`src/rtl/lcd_nibble_tx_if.sv`:
```
// -----------------------------------------------------------------------------
// lcd_nibble_tx_if
//   Byte handshake bundle between the LCD text/init sequencer (master) and the
//   HD44780 4-bit transmitter (slave).
//
//   in_valid     master -> slave  byte offered
//   in_ready     slave  -> master transmitter idle; byte taken when valid & ready
//   in_data      master -> slave  command or data byte
//   in_rs        master -> slave  register select: 0 command, 1 data
//   in_nib_only  master -> slave  send only in_data[7:4] as a single nibble
// -----------------------------------------------------------------------------
interface lcd_nibble_tx_if;
    logic       in_valid;
    logic       in_ready;
    logic [7:0] in_data;
    logic       in_rs;
    logic       in_nib_only;

    modport master (
        output in_valid,
        output in_data,
        output in_rs,
        output in_nib_only,
        input  in_ready
    );

    modport slave (
        input  in_valid,
        input  in_data,
        input  in_rs,
        input  in_nib_only,
        output in_ready
    );
endinterface

```
`src/rtl/lcd_nibble_tx.sv`:
```
// -----------------------------------------------------------------------------
// lcd_nibble_tx
//   Byte-to-HD44780 4-bit bus transmitter. Each accepted byte is driven onto
//   LCD_D as {RS, high nibble} then {RS, low nibble}, each framed by a setup,
//   enable-pulse and hold phase, followed by the controller execution delay.
//   Clear/home commands (RS=0, data[7:2]=0) get the long execution delay.
//   Nibble-only bytes send just the high nibble (init wake-up writes).
//
//   CLK    in   system clock, rising edge
//   RST    in   synchronous reset, active high
//   bus    slave modport of lcd_nibble_tx_if (valid/ready byte handshake)
//   LCD_D  out  {RS, D7..D4} to the panel
//   LCD_E  out  panel enable strobe
//   done   out  one-cycle pulse when the post-transfer wait completes
// -----------------------------------------------------------------------------
module lcd_nibble_tx #(
    parameter int SETUP_CYC = 2,
    parameter int PULSE_CYC = 25,
    parameter int HOLD_CYC  = 5,
    parameter int EXEC_CYC  = 2000,
    parameter int LONG_CYC  = 82000,
    parameter int CNT_W     = 20
) (
    input  logic              CLK,
    input  logic              RST,
    lcd_nibble_tx_if.slave    bus,
    output logic [4:0]        LCD_D,
    output logic              LCD_E,
    output logic              done
);

    localparam logic [2:0] S_IDLE  = 3'd0;
    localparam logic [2:0] S_SETUP = 3'd1;
    localparam logic [2:0] S_PULSE = 3'd2;
    localparam logic [2:0] S_HOLD  = 3'd3;
    localparam logic [2:0] S_WAIT  = 3'd4;

    // Each phase loads (length - 1) and leaves when the counter hits zero.
    // The wait phase loads (length - 2) because the IDLE cycle in which
    // in_ready/done are first seen counts as the last cycle of the delay.
    localparam logic [CNT_W-1:0] SETUP_LD = CNT_W'(SETUP_CYC - 1);
    localparam logic [CNT_W-1:0] PULSE_LD = CNT_W'(PULSE_CYC - 1);
    localparam logic [CNT_W-1:0] HOLD_LD  = CNT_W'(HOLD_CYC - 1);
    localparam logic [CNT_W-1:0] EXEC_LD  = CNT_W'(EXEC_CYC - 2);
    localparam logic [CNT_W-1:0] LONG_LD  = CNT_W'(LONG_CYC - 2);

    logic [2:0]       state_q, state_d;
    logic [CNT_W-1:0] cnt_q, cnt_d;
    logic [4:0]       lcd_d_q, lcd_d_d;
    logic             lcd_e_q, lcd_e_d;
    logic             ready_q, ready_d;
    logic             done_q, done_d;
    logic             second_q, second_d;   // low nibble still to send
    logic [7:0]       data_q, data_d;
    logic             rs_q, rs_d;

    logic             accept;
    logic             cnt_zero;
    logic [CNT_W-1:0] cnt_dec;
    logic             long_dly;
    logic             dly_one;
    logic [CNT_W-1:0] wait_ld;

    assign accept   = bus.in_valid & ready_q;
    assign cnt_zero = (cnt_q == '0);
    assign cnt_dec  = cnt_q - CNT_W'(1);

    // Clear display (0x01) and return home (0x02/0x03) need the long delay.
    assign long_dly = ~rs_q & (data_q[7:2] == 6'd0);
    assign dly_one  = long_dly ? (LONG_CYC == 1) : (EXEC_CYC == 1);
    assign wait_ld  = long_dly ? LONG_LD : EXEC_LD;

    always_comb begin
        // NOTE: every next-state signal gets a hold default first so no branch
        // of the case below can leave one unassigned and infer a latch.
        state_d  = state_q;
        cnt_d    = cnt_q;
        lcd_d_d  = lcd_d_q;
        lcd_e_d  = lcd_e_q;
        ready_d  = ready_q;
        done_d   = 1'b0;
        second_d = second_q;
        data_d   = data_q;
        rs_d     = rs_q;

        case (state_q)
            S_IDLE: begin
                ready_d = 1'b1;
                if (accept) begin
                    ready_d  = 1'b0;
                    data_d   = bus.in_data;
                    rs_d     = bus.in_rs;
                    second_d = ~bus.in_nib_only;
                    lcd_d_d  = {bus.in_rs, bus.in_data[7:4]};
                    cnt_d    = SETUP_LD;
                    state_d  = S_SETUP;
                end
            end
            S_SETUP: begin
                if (cnt_zero) begin
                    lcd_e_d = 1'b1;
                    cnt_d   = PULSE_LD;
                    state_d = S_PULSE;
                end else begin
                    cnt_d = cnt_dec;
                end
            end
            S_PULSE: begin
                if (cnt_zero) begin
                    lcd_e_d = 1'b0;
                    cnt_d   = HOLD_LD;
                    state_d = S_HOLD;
                end else begin
                    cnt_d = cnt_dec;
                end
            end
            S_HOLD: begin
                if (!cnt_zero) begin
                    cnt_d = cnt_dec;
                end else if (second_q) begin
                    second_d = 1'b0;
                    lcd_d_d  = {rs_q, data_q[3:0]};
                    cnt_d    = SETUP_LD;
                    state_d  = S_SETUP;
                end else if (dly_one) begin
                    ready_d = 1'b1;
                    done_d  = 1'b1;
                    state_d = S_IDLE;
                end else begin
                    cnt_d   = wait_ld;
                    state_d = S_WAIT;
                end
            end
            S_WAIT: begin
                if (cnt_zero) begin
                    ready_d = 1'b1;
                    done_d  = 1'b1;
                    state_d = S_IDLE;
                end else begin
                    cnt_d = cnt_dec;
                end
            end
            default: begin
                lcd_e_d = 1'b0;
                ready_d = 1'b0;
                state_d = S_IDLE;
            end
        endcase
    end

    // NOTE: sequential state uses non-blocking assignments so every register
    // samples the pre-edge values regardless of statement order.
    always_ff @(posedge CLK) begin
        if (RST) begin
            state_q  <= S_IDLE;
            cnt_q    <= '0;
            lcd_d_q  <= '0;
            lcd_e_q  <= 1'b0;
            ready_q  <= 1'b0;
            done_q   <= 1'b0;
            second_q <= 1'b0;
        end else begin
            state_q  <= state_d;
            cnt_q    <= cnt_d;
            lcd_d_q  <= lcd_d_d;
            lcd_e_q  <= lcd_e_d;
            ready_q  <= ready_d;
            done_q   <= done_d;
            second_q <= second_d;
        end
    end

    // NOTE: the byte payload is left out of reset; it is only read after an
    // accept has overwritten it, so clearing it would add reset fan-out only.
    always_ff @(posedge CLK) begin
        data_q <= data_d;
        rs_q   <= rs_d;
    end

    assign bus.in_ready = ready_q;
    assign LCD_D        = lcd_d_q;
    assign LCD_E        = lcd_e_q;
    assign done         = done_q;

endmodule
```
`src/flat_wrapper.sv`:
```
// flat-port wrapper written by rule: the top's interface ports become plain ports
module lcd_nibble_tx_flat 
#(
    parameter int SETUP_CYC = 2,
    parameter int PULSE_CYC = 25,
    parameter int HOLD_CYC  = 5,
    parameter int EXEC_CYC  = 2000,
    parameter int LONG_CYC  = 82000,
    parameter int CNT_W     = 20
)
  (CLK, RST, LCD_D, LCD_E, done, bus_in_valid, bus_in_data, bus_in_rs, bus_in_nib_only, bus_in_ready);
  lcd_nibble_tx_if bus_i ();
  input  logic CLK;
  input  logic RST;
  output logic [4:0] LCD_D;
  output logic LCD_E;
  output logic done;
  input wire logic [$bits(bus_i.in_valid)-1:0] bus_in_valid;
  input wire logic [$bits(bus_i.in_data)-1:0] bus_in_data;
  input wire logic [$bits(bus_i.in_rs)-1:0] bus_in_rs;
  input wire logic [$bits(bus_i.in_nib_only)-1:0] bus_in_nib_only;
  output wire logic [$bits(bus_i.in_ready)-1:0] bus_in_ready;
  assign bus_i.in_valid = bus_in_valid;
  assign bus_i.in_data = bus_in_data;
  assign bus_i.in_rs = bus_in_rs;
  assign bus_i.in_nib_only = bus_in_nib_only;
  assign bus_in_ready = bus_i.in_ready;
  lcd_nibble_tx #(.SETUP_CYC(SETUP_CYC), .PULSE_CYC(PULSE_CYC), .HOLD_CYC(HOLD_CYC), .EXEC_CYC(EXEC_CYC), .LONG_CYC(LONG_CYC), .CNT_W(CNT_W)) u_core (.CLK(CLK), .RST(RST), .bus(bus_i), .LCD_D(LCD_D), .LCD_E(LCD_E), .done(done));
endmodule
```
`config.mk`:
```
export PLATFORM = sky130hd
export DESIGN_NAME = lcd_nibble_tx_flat
export DESIGN_NICKNAME = d
export VERILOG_FILES = /design/src/rtl/lcd_nibble_tx_if.sv /design/src/rtl/lcd_nibble_tx.sv /design/src/flat_wrapper.sv
export SDC_FILE = /design/constraint.sdc
export NUM_CORES = 1
export LEC_CHECK = 0
export CORE_ASPECT_RATIO = 1.2
export CORE_MARGIN = 10
export CORE_UTILIZATION = 35
export CTS_BUF_LIST = sky130_fd_sc_hd__clkbuf_8
export CTS_CLUSTER_DIAMETER = 150
export DETAILED_ROUTE_END_ITERATION = 10
export DONT_BUFFER_PORTS = 1
export PLACE_DENSITY = 0.59
export SYNTH_ARGS = -nofsm -noshare
export SYNTH_HDL_FRONTEND = slang
export SYNTH_SLANG_ARGS = --single-unit
```
`constraint.sdc`:
```
create_clock -name CLK -period 6.1 [get_ports CLK]
set_clock_uncertainty 0.15 [all_clocks]
set_input_delay 0.61 -clock CLK [delete_from_list [all_inputs] [get_ports CLK]]
set_output_delay 0.61 -clock CLK [all_outputs]
set_load 0.01 [all_outputs]
```
Word-level counts from Yosys, hierarchy flattened
Cells that the tools add are included.
W data, S select, Z words.
{"block": "word_totals", "rom_bits": 0, "in_bits": 13, "out_inout_bits": 8, "latchBits": 0, "mem_bits_rw": 0, "n_memories": 0, "reg_bits": 41, "elab_cells": 70}
{"block": "op_classes", "n_mul": 0, "eq_ne": 11, "n_div": 0, "n_reduce_logical": 15, "bitwise_logic": 7, "magnitude_cmp": 0, "muxes": 27, "shifts": 0, "add_sub_neg": 1}
{"operator": "$mux W20", "n": 6}
{"operator": "$pmux W20 S5", "n": 1}
{"operator": "$logic_not A20 Y1", "n": 1}
{"operator": "$sub A20 B1 Y20 const B", "n": 1}
{"operator": "$mux W3", "n": 6}
{"operator": "$mux W17", "n": 1}
{"operator": "$mux W5", "n": 3}
{"operator": "$pmux W3 S5", "n": 1}
{"operator": "$ne A2 B1 Y1 const B", "n": 6}
{"operator": "$pmux W5 S2", "n": 1}
{"operator": "$reduce_and A3 Y1", "n": 3}
{"operator": "$eq A3 B2 Y1 const B", "n": 2}
{"operator": "$logic_not A6 Y1", "n": 1}
{"operator": "$pmux W1 S3", "n": 2}
{"operator": "$reduce_or A3 Y1", "n": 2}
{"operator": "$mux W1", "n": 5}
{"operator": "$not A1 Y1", "n": 5}
{"operator": "$reduce_and A5 Y1", "n": 1}
{"operator": "$reduce_bool A5 Y1", "n": 1}
{"operator": "$reduce_and A2 Y1", "n": 2}
{"operator": "$reduce_and A4 Y1", "n": 1}
{"operator": "$eq A3 B1 Y1 const B", "n": 1}
{"operator": "$eq A3 B3 Y1 const B", "n": 1}
{"operator": "$logic_not A3 Y1", "n": 1}
{"operator": "5 further kinds", "n": 6}

Depth between registers and ports, before layout
{"block": "logic_depth", "depth_word": 6, "ltp_mapped": 8, "ltp_nobuf": 7}

Worst setup path before layout
No wires, ideal clock.
{"block": "synth_path", "kind": "flip-flop to flip-flop", "from": "register u_core.cnt_q[0]", "to": "register u_core.lcd_e_q (netlist: u_core.LCD_E)", "path_buffers": 1, "required_time_ns": 5.833, "arrival_ns": 2.274, "setup_ns": 0.117, "path_stages_with_launch": 9, "setup_slack_ns": 3.559, "period_less_slack_ns": 2.541, "cell_sequence": "dfxtp_1 -> inv_1 -> ha_1 -> or4b_2 -> or4_4 -> buf_6 -> o31ai_1 -> o21ai_1 -> a32o_1"}
{"block": "synth_via", "elab_chain_len": 3, "elab_cells_between_ends": 4, "classes_between": "eq/ne (2); reduce/logical (2)"}
{"element": "start: declaration", "line_no": "lcd_nibble_tx.sv:48", "rtl": "logic [CNT_W-1:0] cnt_q, cnt_d;"}
{"element": "start signal: assignment", "line_no": "lcd_nibble_tx.sv:164", "rtl": "cnt_q <= cnt_d;"}
{"element": "$logic_not A20 Y1 (*)", "line_no": "lcd_nibble_tx.sv:65", "rtl": "assign cnt_zero = (cnt_q == '0);"}
{"element": "$ne A2 B1 Y1 (no source line)"}
{"element": "$reduce_and A3 Y1 (no source line) (*)"}
{"element": "end signal: assignment", "line_no": "lcd_nibble_tx.sv:166", "rtl": "lcd_e_q <= lcd_e_d;"}
{"element": "end: declaration", "line_no": "lcd_nibble_tx.sv:50", "rtl": "logic lcd_e_q, lcd_e_d;"}
Mark *: on every way between the ends. The rest lies on a longest branch, timed or not.
A chain may end at the register's enable or synchronous reset.

Final worst setup path
{"block": "layout_path", "from": "register u_core.cnt_q[0]", "to": "register u_core.cnt_q[6]"}
{"block": "layout_via", "elab_chain_len": 3, "elab_cells_between_ends": 9, "classes_between": "add/sub (1); eq/ne (1); mux (5); reduce/logical (2)"}
{"element": "$sub A20 B1 Y20 / $logic_not A20 Y1 (equally long branches)", "line_no": "lcd_nibble_tx.sv:66, lcd_nibble_tx.sv:65"}
{"element": "$mux W20, or another cell as far along", "line_no": "lcd_nibble_tx.sv:135", "rtl": "if (cnt_zero) begin"}
{"element": "$pmux W20 S5 / $reduce_and A3 Y1 (equally long branches)"}
Several ways; a longest one is shown, not always the timed one. The select of a mux whose other input is x is not followed.

==> flow_summary.toml <==
[outcome]
outcome = "completed"

[detailed_routing]
routed_wl_um = 5881
drc = 0
drt_iter0_markers = 126
wl_per_cell_um = 17.71
first_pass_iters = 4
vias = 1952
viasPerCell = 5.880
ant_nets = 0

[cells_and_area]
fin_nets = 261
final_util = 0.3799
seqCellArea_sq_um = 910.9
fillers = 641
diodes = 0
area_delta_synth_final_pct = 4.652
drive_above_1_share = 0.1134
multi_input_area_sq_um = 1308
fin_area_sq_um = 2449

[timing]
fmax_mhz = 342.6
finalMaxSlewViolations = 0
tns_ns = 0
rsz0062_at_grt = "false"
worst_slew_pin_slew_ns = 0.8814
slew_headroom = 0.4102
hold_slack_ns = 0.2190
layout_min_cycle_time_ns = 2.919
post-route-period-util = 0.4785
hold_viol_final = 0
setup_viol = 0

[clocking]
cts.repair.resized = 0
cts_buffers = 5
clk_path_buf_depth = 2
clk_pin_slew_ns = 0.09
cts-hold-fix-buffers = 0
cts_tree = "done"
cts-root-buf = "clkbuf_8"
post_cts_buffers = 0
h-tree-depth = 2
numClockSinks = 41
clock_latency_ns = 0.30

[global_route]
antenna_found_initial = 0
grt_pass1_vias = 1849
grt_pass1_wl_um = 9687
gr-total-overflow = 0
grt_use_total = 0.1159
grt_start_max_net_pins = 30

[critical_path]
cpMaxStageDelayCell = "or4b_2"
crit_family = "simple AND/OR/NAND/NOR gates"
r2r_end = "u_core.cnt_q[6]"
cp_max_fo = 16
worst_setup_path_start_kind = "register"
reg2reg_slack_ns = 3.18
cp_slowest_stage_delay_ns = 0.65
timing.rr.start = "u_core.cnt_q[0]"
worstPathRequired_ns = 6.19
cp.arrival_ns = 3.01
cp-end-kind = "register"
cp_cell_sequence = "inv_1 -> ha_1 -> or4b_2 -> or4_4 -> o21ai_4 -> a22oi_1 -> a21oi_1"
rr_worst_depth = 7
criticalPathCategory = "reg -> reg"
worst-path-buf-inv = 1

[yosys]
synth_flop_cell = "dfxtp_1"
netlist_area_sq_um = 2340
synthCells = 256
async_flop_share = 0
ys_warn_count = 0
yosys.cell_types.count = 67
netlist.top_cell.by_area = "dfxtp_1"
syn-num-nets = 271
synth_edf_count = 9
seq_area_frac_synth = 0.3893
synth_top_cell_area_share = 0.2738
avgSynthCellArea_sq_um = 9.140
yosys-top-cells-area = "dfxtp_1 (27%), edfxtp_1 (12%), a21oi_1 (4.5%)"
synth_seq_cells = 41

[die]
io_pins = 21
die_h_um = 109.6
core_area_sq_um = 6446
rows = 32
die_x_um = 94.64
start_util = 0.3630
dieArea_sq_um = 10370

[placement]
placed_cell_area_sq_um = 2351
hpwl_um = 4301
port_buffers = 0
gp_congestion = 0.9471

[worst_hold_path]
hold_depth = 1
worstHoldStart = "RST"
min_path_type = "in -> reg"
hold_path_end = "u_core.cnt_q[4]"

[flow_run]
drv_cap = 0
## worst max-delay path by stage
stage | start | to | slack (ns) | cells past startpoint
6_report | u_core.cnt_q[0] | u_core.cnt_q[6] | 3.18 | 7
2_1_floorplan | u_core.cnt_q[0] | u_core.LCD_E | 3.56 | 8
3_3_place_gp | u_core.cnt_q[0] | u_core.cnt_q[6] | 3.24 | 7
4_1_cts | u_core.cnt_q[0] | u_core.cnt_q[6] | 3.19 | 7
3_5_place_dp | u_core.cnt_q[0] | u_core.cnt_q[6] | 3.22 | 7
5_1_grt | u_core.state_q[2] | u_core.cnt_q[18] | 3.00 | 5
## final cells by class
type / count / share of cell area
clock buffer: 5 / 0.02810
inverter: 7 / 0.01073
tap: 85 / 0.04343
multi-input combinational: 191 / 0.5340
sequential: 41 / 0.3720
clock inverter: 3 / 0.01175
## logic make-up (layout without fill, tap and decap cells)
| group | Yosys count | in the layout | synth area share |
|---|---|---|---|
| muxes | 5 | 5 | 0.02139 |
| AOI/OAI and AO/OA | 89 | 89 | 0.2840 |
| adders and majority gates | 2 | 2 | 0.01069 |
| and+or+nand+nor | 89 | 89 | 0.2203 |
| xor gates and xnor gates | 6 | 6 | 0.02246 |
| DFF | 41 | 41 | 0.3893 |
| buffers and inverters | 24 | 15 | 0.05187 |
## flip-flops by register name, summed over array words and instances, names as in the netlist
signal and cells:
u_core.rs_q 1, u_core.done 1, u_core.second_q 1, u_core.cnt_q 20, u_core.bus.in_ready 1, u_core.LCD_E 1
u_core.data_q 8, u_core.state_q 3, u_core.LCD_D 5
## metrics by stage
step	worst slack (ns)	cells
2_1_floorplan	3.559	256
3_3_place_gp	3.239	324
3_5_place_dp	3.219	324
4_1_cts	3.195	332
5_1_grt	3.005	332
6_report	3.181	332
## synthesized netlist by cell type, types with 3 or more instances
library cell / instances
buf_6: 4
nand2_1: 20
o211ai_1: 4
a31o_1: 3
o22ai_1: 3
edfxtp_1: 9
a21oi_1: 21
or4_1: 4
dfxtp_1: 32
clkbuf_1: 11
o31ai_1: 4
xor2_1: 4
inv_1: 7
nor4_1: 6
nor2_1: 15
mux2i_1: 5
or2_2: 4
o21ai_1: 4
a211oi_1: 3
a31oi_1: 7
a21o_1: 3
a311oi_1: 5
nand3_1: 7
nor3_1: 9
## metal layers
| metal | GRT usage | part of all wire | wire length (um) |
|---|---|---|---|
| met1 | 0.1429 | 0.44 | 2615 |
| met2 | 0.1847 | 0.47 | 2788 |
| met3 | 0.04161 | 0.069 | 404 |
| met4 | 0.03640 | 0.012 | 72 |
| met5 | 0 | 0 | 0 |
## cell usage in the layout (no fill, tap or decap), drive strengths merged, types with 3 or more instances in the layout
cell type,instances
a2111oi,4
o21ai,9
a31oi,7
inv,10
nor3,12
nor2,16
nor4,8
xor2,4
or4,6
a21oi,21
a311oi,5
nand2,20
o211ai,5
mux2i,5
a21o,3
o22ai,3
dfxtp,32
o31ai,4
edfxtp,9
or2,4
nand3,7
clkbuf,5
a31o,3
a211oi,3
Power is not shown: default switching activity piles up to over one toggle a cycle in this logic, so the estimate is an artifact.
